**src/rtl/shift_ctrl.sv**
```systemverilog
`default_nettype none
// ============================================================================
// shift_ctrl : command sequencer for an external serial right-shifter.
//   Optional feature macro: SHIFT_CTRL_ROR_EN (enables rotate-right, op 11).
//   Revision: 1.0
// ============================================================================
module shift_ctrl #(
   parameter int WIDTH = 8
) (
   input  logic                     Clk,
   input  logic                     Rst,
   input  logic                     cmd_valid,
   output logic                     cmd_ready,
   input  logic [1:0]               cmd_op,
   input  logic [WIDTH-1:0]         cmd_data,
   input  logic [$clog2(WIDTH)-1:0] cmd_amt,
   output logic                     sh_en,
   output logic                     sh_din,
   output logic                     sh_lr,
   input  logic [WIDTH-1:0]         sh_dout,
   output logic                     rsp_valid,
   input  logic                     rsp_ready,
   output logic [WIDTH-1:0]         rsp_data,
   output logic                     rsp_err,
   output logic                     busy
);
   localparam int CW = $clog2(WIDTH) + 1;
   localparam logic [1:0] OP_LOAD = 2'b00;
   localparam logic [1:0] OP_SRA  = 2'b01;
   localparam logic [1:0] OP_SRL  = 2'b10;
   localparam logic [1:0] OP_ROR  = 2'b11;
`ifdef SHIFT_CTRL_ROR_EN
   localparam bit ROR_EN = 1'b1;
`else
   localparam bit ROR_EN = 1'b0;
`endif

   typedef enum logic [1:0] {
      IDLE  = 2'd0,
      SHIFT = 2'd1,
      DONE  = 2'd2
   } state_t;

   state_t           state_q, state_d;
   logic [1:0]       op_q, op_d;
   logic [WIDTH-1:0] data_q, data_d;
   logic [CW-1:0]    cnt_q, cnt_d;
   logic             err_q, err_d;
   logic             rsp_valid_q, rsp_valid_d;
   logic [WIDTH-1:0] rsp_data_q, rsp_data_d;
   logic             rsp_err_q, rsp_err_d;
   logic [CW-1:0]    cmd_cnt;
   logic             cmd_err;

   // Count is WIDTH for LOAD; a disabled rotate becomes a zero-shift error.
   always_comb begin
      cmd_cnt = {1'b0, cmd_amt};
      cmd_err = 1'b0;
      if (cmd_op == OP_LOAD) begin
         cmd_cnt = CW'(WIDTH);
      end else if (cmd_op == OP_ROR && !ROR_EN) begin
         cmd_cnt = '0;
         cmd_err = 1'b1;
      end
   end

   always_comb begin
      state_d     = state_q;
      op_d        = op_q;
      data_d      = data_q;
      cnt_d       = cnt_q;
      err_d       = err_q;
      rsp_valid_d = rsp_valid_q;
      rsp_data_d  = rsp_data_q;
      rsp_err_d   = rsp_err_q;
      case (state_q)
         IDLE: begin
            if (cmd_valid) begin
               op_d    = cmd_op;
               data_d  = cmd_data;
               cnt_d   = cmd_cnt;
               err_d   = cmd_err;
               state_d = (cmd_cnt == '0) ? DONE : SHIFT;
            end
         end
         SHIFT: begin
            if (cnt_q != '0) cnt_d = cnt_q - CW'(1);
            if (op_q == OP_LOAD) data_d = data_q >> 1;
            if (cnt_q <= CW'(1)) state_d = DONE;
         end
         DONE: begin
            // First DONE cycle lets the last shift settle before capture.
            if (!rsp_valid_q) begin
               rsp_valid_d = 1'b1;
               rsp_data_d  = sh_dout;
               rsp_err_d   = err_q;
            end else if (rsp_ready) begin
               rsp_valid_d = 1'b0;
               state_d     = IDLE;
            end
         end
         default: state_d = IDLE;
      endcase
   end

   always_ff @(posedge Clk) begin
      if (Rst) begin
         state_q     <= IDLE;
         op_q        <= OP_LOAD;
         data_q      <= '0;
         cnt_q       <= '0;
         err_q       <= 1'b0;
         rsp_valid_q <= 1'b0;
         rsp_data_q  <= '0;
         rsp_err_q   <= 1'b0;
      end else begin
         state_q     <= state_d;
         op_q        <= op_d;
         data_q      <= data_d;
         cnt_q       <= cnt_d;
         err_q       <= err_d;
         rsp_valid_q <= rsp_valid_d;
         rsp_data_q  <= rsp_data_d;
         rsp_err_q   <= rsp_err_d;
      end
   end

   always_comb begin
      sh_din = 1'b0;
      if (state_q == SHIFT) begin
         case (op_q)
            OP_LOAD: sh_din = data_q[0];
            OP_SRA:  sh_din = sh_dout[WIDTH-1];
            OP_SRL:  sh_din = 1'b0;
            OP_ROR:  sh_din = sh_dout[0];
            default: sh_din = 1'b0;
         endcase
      end
   end

   assign cmd_ready = (state_q == IDLE) && !Rst;
   assign sh_en     = (state_q == SHIFT);
   assign sh_lr     = !((state_q != IDLE) && (op_q == OP_SRA));
   assign busy      = (state_q != IDLE);
   assign rsp_valid = rsp_valid_q;
   assign rsp_data  = rsp_data_q;
   assign rsp_err   = rsp_err_q;

endmodule
`default_nettype wire

```
**config.mk**
```make
export PLATFORM = sky130hd
export DESIGN_NAME = shift_ctrl
export DESIGN_NICKNAME = d
export VERILOG_FILES = /design/src/rtl/shift_ctrl.sv
export SDC_FILE = /design/constraint.sdc
export NUM_CORES = 1
export LEC_CHECK = 0
export BUFFER_PORTS_ARGS = -buffer_cell sky130_fd_sc_hd__clkbuf_2
export CORE_MARGIN = 4
export CORE_UTILIZATION = 25
export DETAILED_ROUTE_END_ITERATION = 8
export SLEW_MARGIN = 20
export SYNTH_ARGS = -nofsm -noshare
export SYNTH_HDL_FRONTEND = slang
export SYNTH_SLANG_ARGS = --single-unit
```
**constraint.sdc**
```tcl
create_clock -name Clk -period 1.3 [get_ports Clk]
set_input_delay 0.26 -clock Clk [delete_from_list [all_inputs] [get_ports Clk]]
set_output_delay 0.26 -clock Clk [all_outputs]
set_load 0.05 [all_outputs]
```
* Word level (Yosys, flattened, before mapping)
Index checks and enable logic that the tools add are counted.
Word-level totals: bits in registers 27, bits of input ports 25, output and inout bits 15, word-level logic and storage cells 59
Operators by class: add/sub/neg operators 1, order comparisons 1, equality and inequality tests 12, muxes and demuxes 20, bitwise gates (word level) 1, reduce and logical (&&, ||, !) cells 16
Operators with widths (count):
- 8-bit 2-to-1 mux | 2
- 8-bit one-hot mux with 2 select lines | 1
- 4-bit 2-to-1 mux | 3
- 2-bit 2-to-1 mux | 5
- 2-bit equality test, second input constant | 4
- 4-bit one-hot mux with 2 select lines | 1
- 2-bit logical NOT | 3
- 2-bit by 1-bit != test with 1-bit output, second input constant | 3
- 2-bit != test, second input constant | 3
- 2-bit one-hot mux with 3 select lines | 1
- 3-bit AND reduction | 2
- 1-bit 2-to-1 mux | 5
- 2-bit by 1-bit equality test with 1-bit output, second input constant | 2
- 4-bit by 1-bit <= comparator with 1-bit output, second input constant | 1
- 4-bit logical NOT | 1
- 1-bit one-hot mux with 4 select lines | 1
- 2-bit AND reduction | 2
- 4-bit AND reduction | 1
- 2-bit nonzero test | 2
- 4-bit nonzero test | 1
- 4-bit by 1-bit subtractor with 4-bit output, second input constant | 1
- 3-bit 2-to-1 mux | 1
- 1-bit logical AND | 2
- 1-bit logical NOT | 2
- 1-bit NOT | 1

* Logic depth before layout (Yosys ltp)
Gate-level depths: netlist (run 1).
depth after elaboration 7, depth in mapped cells 7, mapped depth without buffers 6

* Worst setup path after synthesis (run 1)
OpenSTA, ideal clock, no wires.
kind register to output, start point reg state_q[1], end point out cmd_ready, data arrival time 1544 ps, required time 1040 ps, setup slack -504 ps, stages on the path, launching flop included 4, buffers on the path 0, cells stage by stage dfxtp_1 inv_1 nand2_1 nor2_1
Between the ends: longest elaborated chain between the ends 2
RTL lines:
- from (decl) | line 44 | state_t state_q, state_d;
- from (signal assigned) | line 117 | state_q <= state_d;
- 2-bit logical NOT | line 141 | assign cmd_ready = (state_q == IDLE) && !Rst;
- 1-bit logical AND | line 141
- to (decl) | line 13 | output logic cmd_ready,
No other way between the ends.

* Final worst setup path (run 1)
start point reg op_q[1], end point out sh_din
Between the ends: longest elaborated chain between the ends 3, elaborated cells on any way between the ends 6, classes of those cells 3 x eq/ne; 2 x mux; 1 x reduce/logical
RTL lines:
- from (decl) | line 45 | logic [1:0] op_q, op_d;
- from (signal assigned) | line 118 | op_q <= op_d;
- 2-bit equality test (tied with other cells) | line 131 | case (op_q)
- 1-bit one-hot mux with 4 select lines * | line 131
- 1-bit 2-to-1 mux * | line 130 | if (state_q == SHIFT) begin
- to (decl) | line 18 | output logic sh_din,
Mark *: on every way between the ends. The rest lies on a longest branch, timed or not.

==> results of run 1 <==
[metal layers]
metal	wire length, µm	vias to the layer above	global-route usage (%)
li1	-	675	-
met1	1610	613	14.6
met2	1930	17	19.8
met3	113	4	2.69
met4	29	0	2.20
met5	0	-	0
[placed cells by master, fill, tap and decap left out, drive strengths merged, types with 2 or more instances in the layout]
cell | Yosys | final
a211oi | 3 | 3
a21oi | 13 | 13
a311oi | 8 | 8
a31oi | 2 | 2
buf | 4 | 42
clkbuf | 3 | 40
dfxtp | 27 | 27
ha | 3 | 3
inv | 5 | 5
mux2i | 10 | 10
nand2 | 21 | 21
nand2b | 3 | 3
nand3 | 2 | 2
nor2 | 27 | 27
nor3 | 3 | 3
o21ai | 3 | 3
[area by class of cell]
cell class              instances  area, µm²
fillers                       469       2560
well taps                      67       83.8
clock buffers                   3       41.3
repair buffers                 79        691
inverters                       5       26.3
multi-input cells             111        922
flip-flops and latches         27        549
clock inverters                 1       7.51
[how the worst max path moves through the flow]
| stage | endpoint | cells past startpoint | slack (ns) | from |
|---|---|---|---|---|
| after floorplan | data_q[3] | 5 | -0.07 | state_q[1] |
| after global placement | data_q[4] | 3 | -0.42 | op_q[0] |
| after detailed placement | data_q[2] | 3 | -0.42 | op_q[0] |
| after CTS | sh_din | 5 | -0.34 | op_q[1] |
| after global routing | sh_din | 5 | -0.35 | op_q[1] |
| final | sh_din | 5 | -0.31 | op_q[1] |
[through the flow]
step	TNS (ns)	util, %
final	-2.85	47.6
after global routing	-4.00	47.6
after CTS	-2.87	45.7
after detailed placement	-3.94	38.0
after global placement	-3.99	38.0
after floorplan	-0.338	-
[worst reg2reg max path: stages (launching register included)]
cell and delay [ns]:
dfxtp_4 0.36, buf_6 0.13, or3b_4 0.40, o41ai_4 0.10, buf_12 0.19, buf_8 0.11
nor2_4 0.03, a311oi_2 0.16
[registers in the layout (all words and copies together), names as in the netlist]
signal	cells
state_q	2
rsp_valid	1
op_q	2
data_q	8
cnt_q	4
rsp_data	8
rsp_err	1
err_q	1
[kinds of logic after synthesis]
logic type	Yosys count
flops	27
compound gates	32
xor+xnor	1
buf+inv	12
fa+ha+maj	4
simple gates	63
mux	11
[report_power, final]
| part | total [mW] | switching (mW) | leakage (nW) | internal, mW |
|---|---|---|---|---|
| logic | 1.30 | 0.623 | 0.713 | 0.674 |
| clock network | 0.484 | 0.266 | 0.0217 | 0.217 |
| registers | 0.984 | 0.0657 | 0.224 | 0.918 |
[what timing repair did]
action | in CTS | in global routing
resized for setup | 45 | 24
hold endpoints to repair | 0 | 0
pin swaps | 16 | 12
hold buffers | 0 | 0
setup endpoints to repair | 22 | 28
setup buffers | 12 | 4
cloned | 1 | 0
==> out/qor.txt, run 1 <==
Worst hold path depth - 3
Post-synth EDFFs - 0
Fraction of registers with async set/reset - 0%
Effective utilization at floorplan - 26.7%
Result of the run - finished with violations
Count of buffers inserted at the top-level ports - 39
Leading post-synthesis cells by cell area - dfxtp_1 (42%), mux2i_1 (7.7%), nor2_1 (7.5%)
Clock tree from TritonCTS - done
Final setup fails - 18
Final critical path time including I/O delays and setup - 1.61 ns
Area of the die - 6420 µm²
Area fraction in and, or, nand and nor cells after synthesis - 21.5%
Total CTS buffers - 3
Setup crit end kind - output pin
Chain of cells forming the critical path - buf_6 > mux2_4 > a21oi_4 > nor2_4 > buf_8
Number of detailed-route iterations in the first pass - 3
Required arrival time at the worst endpoint - 1.04 ns
End of the worst register-to-register path - data_q[5]
Via count of the first global-routing pass - 1257
Count of clock tree sinks - 27
Adder-cell share of the synthesized area - 3.65%
Final layout net count - 255
Worst Path Max Fanout - 2
Peak Freq - 0.621 GHz
Post-synth net total - 178
Max clock buf depth - 2
Leading post-synthesis cells by instance count - dfxtp_1 (27), nor2_1 (26), nand2_1 (21)
Placement Rows - 25
Largest net degree at the start of global routing - 17
Count of different cell masters after synthesis - 33
Synthesized-area fraction occupied by ao, oa, aoi and oai cells - 19.7%
Die Ht - 80.1 µm
Reg2reg setup slack - -0.24 ns
Post-synthesis sequential element count - 27
Fraction of the yosys area taken by sequential cells - 41.5%
Share of synthesized area spent on multiplexers - 8.56%
Layout cell share with drive strength beyond 1 - 58.4%
Number of max-slew violations in the final report - 0
Standby leakage power - 0.958 nW
Post-Synthesis Cell Area - 1300 µm²
Boundary Pins - 40
Max IR drop VDD - 491 µV
Worst slew pin tran - 0.407 ns
Library cell contributing the largest single delay on the critical path - dfxtp_2
Most used flip-flop cell after synthesis - dfxtp_1
Pwr/cell area - 1190 nW/µm²
CTS clk-pin slew, worst paths - 0.10 ns
Horizontal die dimension - 80.1 µm
Worst-case hold slack - 0.216 ns
Area share of xor/xnor cells in the synthesized design - 0.673%
Worst slack at placement - -0.417 ns
Total Power - 2.76 mW
Post-Place Cells - 273
Worst hold path startpoint - sh_dout[6]
DRT iter0 DRCs - 36
Half-perimeter wire length of the detailed placement result - 2530 µm
Main combinational cell family by area after synthesis - simple AND/OR/NAND/NOR gates
Fin crit share - 124%
Placed cell areas - 1850 µm²
Worst hold endpoint - rsp_data[6]
GRT Residual Overflow - 0
Class of the worst hold path - input port to flip-flop
Number of warning messages in the yosys log - 0
Total number of vias - 1309
Violations in the final reports - setup timing
GP Congestion - 0.756
Worst slew margin - 72.8%
Per-cell via count in the routed design - 4.47
Max-capacitance violation count - 0
Area grow syn2layout - 78.4%
Global-route wire length before repair - 5880 µm
Crit Reg-Reg Startpoint - state_q[1]
Minimum setup slack in the final design - -0.311 ns
CP Data Arrival Time - 1.35 ns
Skew-Pair Late Insertion Delay - 0.27 ns
Number of failing hold endpoints at the final stage - 0
Buffers & Inverters on Critical Path - 2
Depth of the worst register-to-register path - 7
Area fraction of the dominant cell type after synthesis - 41.5%
Final Instance Area - 2320 µm²
Routed wire length - 3690 µm
Maximum clock skew at final layout - 0.00944 ns
Number of H-tree branching levels - 1
Dominant delay contributor by cell family on the critical path - flip-flops
# diodes - 0
Path type of the worst setup path - flip-flop to output pin
Cell Count, Final, Fillers Out - 293
Average wire per standard cell - 12.6 µm
Total Routing Usage GR - 11.5%
Number of standard cells after synthesis - 150
Post-synthesis cell type with the largest combined area - dfxtp_1
Core area - 4880 µm²
Remaining number of nets flagged by the antenna check after routing - 0
RSZ-0062 raised after global routing - yes
Library cell used as clock root buffer - clkbuf_8
Final routed DRC violation total - 0
Type of element launching the critical path - flip-flop
Stage delay of the slowest cell on the critical path - 0.34 ns
Avg Cell Area, Syn - 8.67 µm²
Most frequently used cell type in the post-synthesis netlist - dfxtp_1
Number of antenna violations at the first check in global routing - 0
Power figures use the tool's default switching activity.
==> inputs of run 2 (changes only) <==
- CORE_ASPECT_RATIO: default -> 0.75
==> out/qor.txt, run 2 (synthesis gave the netlist of run 1 again) <==
Result of the run - finished with violations
Violations in the final reports - setup timing
Number of H-tree branching levels - 1
Clock tree from TritonCTS - done
Average wire per standard cell - 13.7 µm
Worst slew margin - 77.7%
Boundary Pins - 40
Count of buffers inserted at the top-level ports - 39
Met2 usage - 18.9%
Number of antenna violations at the first check in global routing - 0
Path type of the worst setup path - flip-flop to output pin
Number of detailed-route iterations in the first pass - 4
Placement Rows - 22
RSZ-0062 raised after global routing - yes
Via count of the first global-routing pass - 1352
Placed cell areas - 1850 µm²
Setup crit end kind - output pin
Reg2reg setup slack - -0.30 ns
Final routed DRC violation total - 0
Total number of vias - 1339
Total Routing Usage GR - 11.8%
GRT Max-Usage Layer - met2
Effective utilization at floorplan - 26.3%
Count of clock tree sinks - 27
Max clock buf depth - 2
Die Ht - 70.5 µm
Type of element launching the critical path - flip-flop
Skew-Pair Late Insertion Delay - 0.28 ns
Accumulated negative setup slack - -3.80 ns
Final critical path time including I/O delays and setup - 1.64 ns
Layout cell share with drive strength beyond 1 - 62.9%
Required arrival time at the worst endpoint - 1.04 ns
Pwr/cell area - 1180 nW/µm²
Standby leakage power - 0.985 nW
GRT Residual Overflow - 0
Max IR drop VDD - 359 µV
Worst-case hold slack - 0.210 ns
Area of the die - 6440 µm²
Remaining number of nets flagged by the antenna check after routing - 0
Maximum clock skew at final layout - 0.00148 ns
Horizontal die dimension - 91.3 µm
Final Instance Area - 2370 µm²
Peak Freq - 0.610 GHz
Worst slew pin tran - 0.333 ns
Library cell used as clock root buffer - clkbuf_8
Final layout net count - 258
Class of the worst hold path - input port to flip-flop
Area grow syn2layout - 81.9%
CP Data Arrival Time - 1.38 ns
Met3 layer usage reported by global route - 3.66%
Global-route wire length before repair - 6210 µm
Number of max-slew violations in the final report - 0
Global-route track usage on met1 - 15.3%
Minimum setup slack in the final design - -0.339 ns
Number of failing hold endpoints at the final stage - 0
Quantity of hold-fixing buffers added after cts - 0
Half-perimeter wire length of the detailed placement result - 2570 µm
DRT iter0 DRCs - 22
CTS clk-pin slew, worst paths - 0.09 ns
Fin crit share - 126%
Routed wire length - 3950 µm
Worst Path Max Fanout - 3
Largest net degree at the start of global routing - 21
Core utilization of the finished layout - 47.8%
Core area - 4950 µm²
Post-Place Cells - 268
Final setup fails - 29
Most common cell after layout, fill and taps aside - clkbuf_2
GP Congestion - 0.798
# diodes - 0
Max-capacitance violation count - 0
Top library cells by usage in the layout, fill and taps aside - clkbuf_2 (33), buf_4 (23), dfxtp_1 (22)
Per-cell via count in the routed design - 4.63
Total CTS buffers - 3
Cell Count, Final, Fillers Out - 289
run 2: changes by cell type in the layout (fill, tap and decap cells not counted), sizes merged:
cell / delta
inv: -1
clkbuf: -1
buf: +4
clkinv: +1
run 2: layout make-up:
type | instances | area (µm²)
clock buffers | 3 | 41.3
clock inverters | 1 | 5.00
fillers | 474 | 2590
inverters | 5 | 25.0
multi-input cells | 111 | 983
flip-flops and latches | 27 | 549
well taps | 60 | 75.1
repair buffers | 82 | 688
run 2: path summary, 6_finish.rpt:
path,from,end,depth (start not counted)
setup / recovery,op_q[1],sh_din,5
hold / removal,sh_dout[3],rsp_data[3],3
setup reg to reg,state_q[1],data_q[3],7
hold reg to reg,err_q,err_q,2
run 2: repair_timing:
item	4_1_cts	5_1_grt
pin swaps	15	16
endpoints found under the setup margin	30	31
hold endpoints to repair	0	0
resized for setup	53	29
gates cloned	0	0
buffers inserted	11	7
run 2: stage by stage:
stage | total power, mW | setup slack [ns]
6_report | 2.80 | -0.339
3_5_place_dp | 1.89 | -0.481
5_1_grt | 2.96 | -0.386
4_1_cts | 2.65 | -0.345
3_3_place_gp | 1.88 | -0.355
2_1_floorplan | 1.60 | -0.0665
run 2: layer usage:
metal	wire length (µm)	up-vias
met4	28	0
met3	190	2
li1	-	684
met1	1800	625
met5	0	-
met2	1940	28
run 2: report_power, final:
part | switching [mW] | internal, mW | total, mW
sequential | 0.0648 | 0.918 | 0.983
clock | 0.274 | 0.216 | 0.490
combinational | 0.655 | 0.675 | 1.33
total | 0.994 | 1.81 | 2.80
run 2: critical path, stage by stage (launching register included):
cell and delay, ns:
dfxtp_2 0.35, buf_6 0.11, mux2_4 0.30, a21oi_4 0.15, nor2_4 0.04, buf_8 0.14
==> inputs of run 3 (changes only) <==
- PLACE_DENSITY_LB_ADDON: default -> 0.08
- SLEW_MARGIN: 20 -> 40
==> out/qor.txt, run 3 (synthesis gave the netlist of run 1 again) <==
Result of the run - finished with violations
Violations in the final reports - setup timing
GRT Residual Overflow - 0
Int Pwr - 1.81 mW
Maximum clock skew at final layout - 0.00391 ns
Global-route wire length before repair - 6530 µm
Standby leakage power - 0.983 nW
# diodes - 0
Switching pwr - 0.975 mW
Library cell used as clock root buffer - clkbuf_8
Number of detailed-route iterations in the first pass - 4
Count of buffers inserted at the top-level ports - 39
Skew-Pair Late Insertion Delay - 0.28 ns
Average wire per standard cell - 13.4 µm
Number of failing hold endpoints at the final stage - 0
Core area - 4950 µm²
Worst slew pin tran - 0.386 ns
RSZ-0062 raised after global routing - yes
Most common cell after layout, fill and taps aside - clkbuf_2
Placed cell areas - 1850 µm²
Largest net degree at the start of global routing - 16
Number of max-slew violations in the final report - 0
Accumulated negative setup slack - -3.64 ns
Area grow syn2layout - 82.4%
Sw Ratio - 35.0%
Boundary Pins - 40
Area of the die - 6440 µm²
Worst Path Max Fanout - 3
Effective utilization at floorplan - 26.3%
Placement Rows - 22
Count of clock tree sinks - 27
GP Congestion - 0.767
Layout cell share with drive strength beyond 1 - 62.4%
Horizontal die dimension - 91.3 µm
Per-cell via count in the routed design - 4.66
Combinational share of power - 47.0%
Minimum setup slack in the final design - -0.330 ns
Number of H-tree branching levels - 1
DRT iter0 DRCs - 30
Footprint of the flip-flops and latches - 551 µm²
Clock network power share - 17.6%
Multi-input combinational cell area - 957 µm²
CTS clk-pin slew, worst paths - 0.10 ns
Final layout net count - 258
Remaining number of nets flagged by the antenna check after routing - 0
Total CTS buffers - 3
Type of element launching the critical path - flip-flop
Max clock buf depth - 2
Final routed DRC violation total - 0
Core utilization of the finished layout - 47.9%
Via count of the first global-routing pass - 1387
Die Ht - 70.5 µm
Total number of vias - 1347
Final critical path time including I/O delays and setup - 1.63 ns
Number of fillers in the final layout - 481
Path type of the worst setup path - flip-flop to output pin
Total Routing Usage GR - 12.4%
Fin crit share - 125%
Pwr/cell area - 1170 nW/µm²
Top library cells by usage in the layout, fill and taps aside - clkbuf_2 (33), buf_4 (22), dfxtp_1 (21)
Clock tree from TritonCTS - done
Max-capacitance violation count - 0
CP Data Arrival Time - 1.37 ns
Number of antenna violations at the first check in global routing - 0
Setup crit end kind - output pin
Sequential cell fraction of total power - 35.3%
Half-perimeter wire length of the detailed placement result - 2730 µm
Worst slew margin - 74.2%
Final setup fails - 27
Class of the worst hold path - input port to flip-flop
Final Instance Area - 2370 µm²
Total Power - 2.79 mW
Routed wire length - 3870 µm
Peak Freq - 0.613 GHz
Max IR drop VDD - 499 µV
Required arrival time at the worst endpoint - 1.04 ns
run 3: stage by stage:
step | setup WS (ns) | cells | hold slack [ns]
6_report | -0.330 | 289 | 0.218
5_1_grt | -0.390 | 289 | 0.220
4_1_cts | -0.360 | 284 | 0.210
3_5_place_dp | -0.410 | 265 | 0.446
3_3_place_gp | -0.398 | 264 | 0.448
2_1_floorplan | -0.0665 | 150 | 0.396
run 3: final timing paths:
path,startpoint,to,slack [ns],cells past startpoint
max reg2reg,state_q[0],data_q[6],-0.21,6
min reg2reg,err_q,err_q,0.48,2
min,sh_dout[6],rsp_data[6],0.22,3
max,op_q[1],sh_din,-0.33,5
run 3: final cells by class:
| class | count | area share (%) |
|---|---|---|
| multi-input combinational | 111 | 40.3 |
| timing repair buffer | 82 | 30.3 |
| sequential | 27 | 23.2 |
| tap | 60 | 3.16 |
| clock buffer | 3 | 1.74 |
| inverter | 5 | 1.05 |
| clock inverter | 1 | 0.211 |
run 3: repair_timing:
item | CTS | global route
buffers inserted | 14 | 6
resized for setup | 51 | 23
endpoints found under the setup margin | 26 | 32
gates cloned | 1 | 0
pin swaps | 19 | 10
hold buffers | 0 | 0
run 3: power by group through the flow:
stage	sequential (mW)	combinational [mW]	clock, mW
2_1_floorplan	1.07	0.523	0
5_1_grt	1.00	1.41	0.547
3_3_place_gp	0.993	0.895	0
4_1_cts	0.980	1.22	0.523
3_5_place_dp	0.997	0.907	0
6_report	0.985	1.31	0.491
run 3: metal layers:
metal	wire length [µm]	part of all wire [%]	GRT usage, %	vias to the layer above
li1	-	-	-	682
met1	1770	46	15.8	644
met2	1950	50	21.4	21
met3	160	4.1	3.23	0
met4	0	0	2.01	0
met5	0	0	0	-
run 3: worst max-delay path: stages, from the launching register on:
cell and delay (ns):
dfxtp_2 0.34, buf_6 0.11, mux2_4 0.31, a21oi_4 0.14, nor2_4 0.04, buf_8 0.14
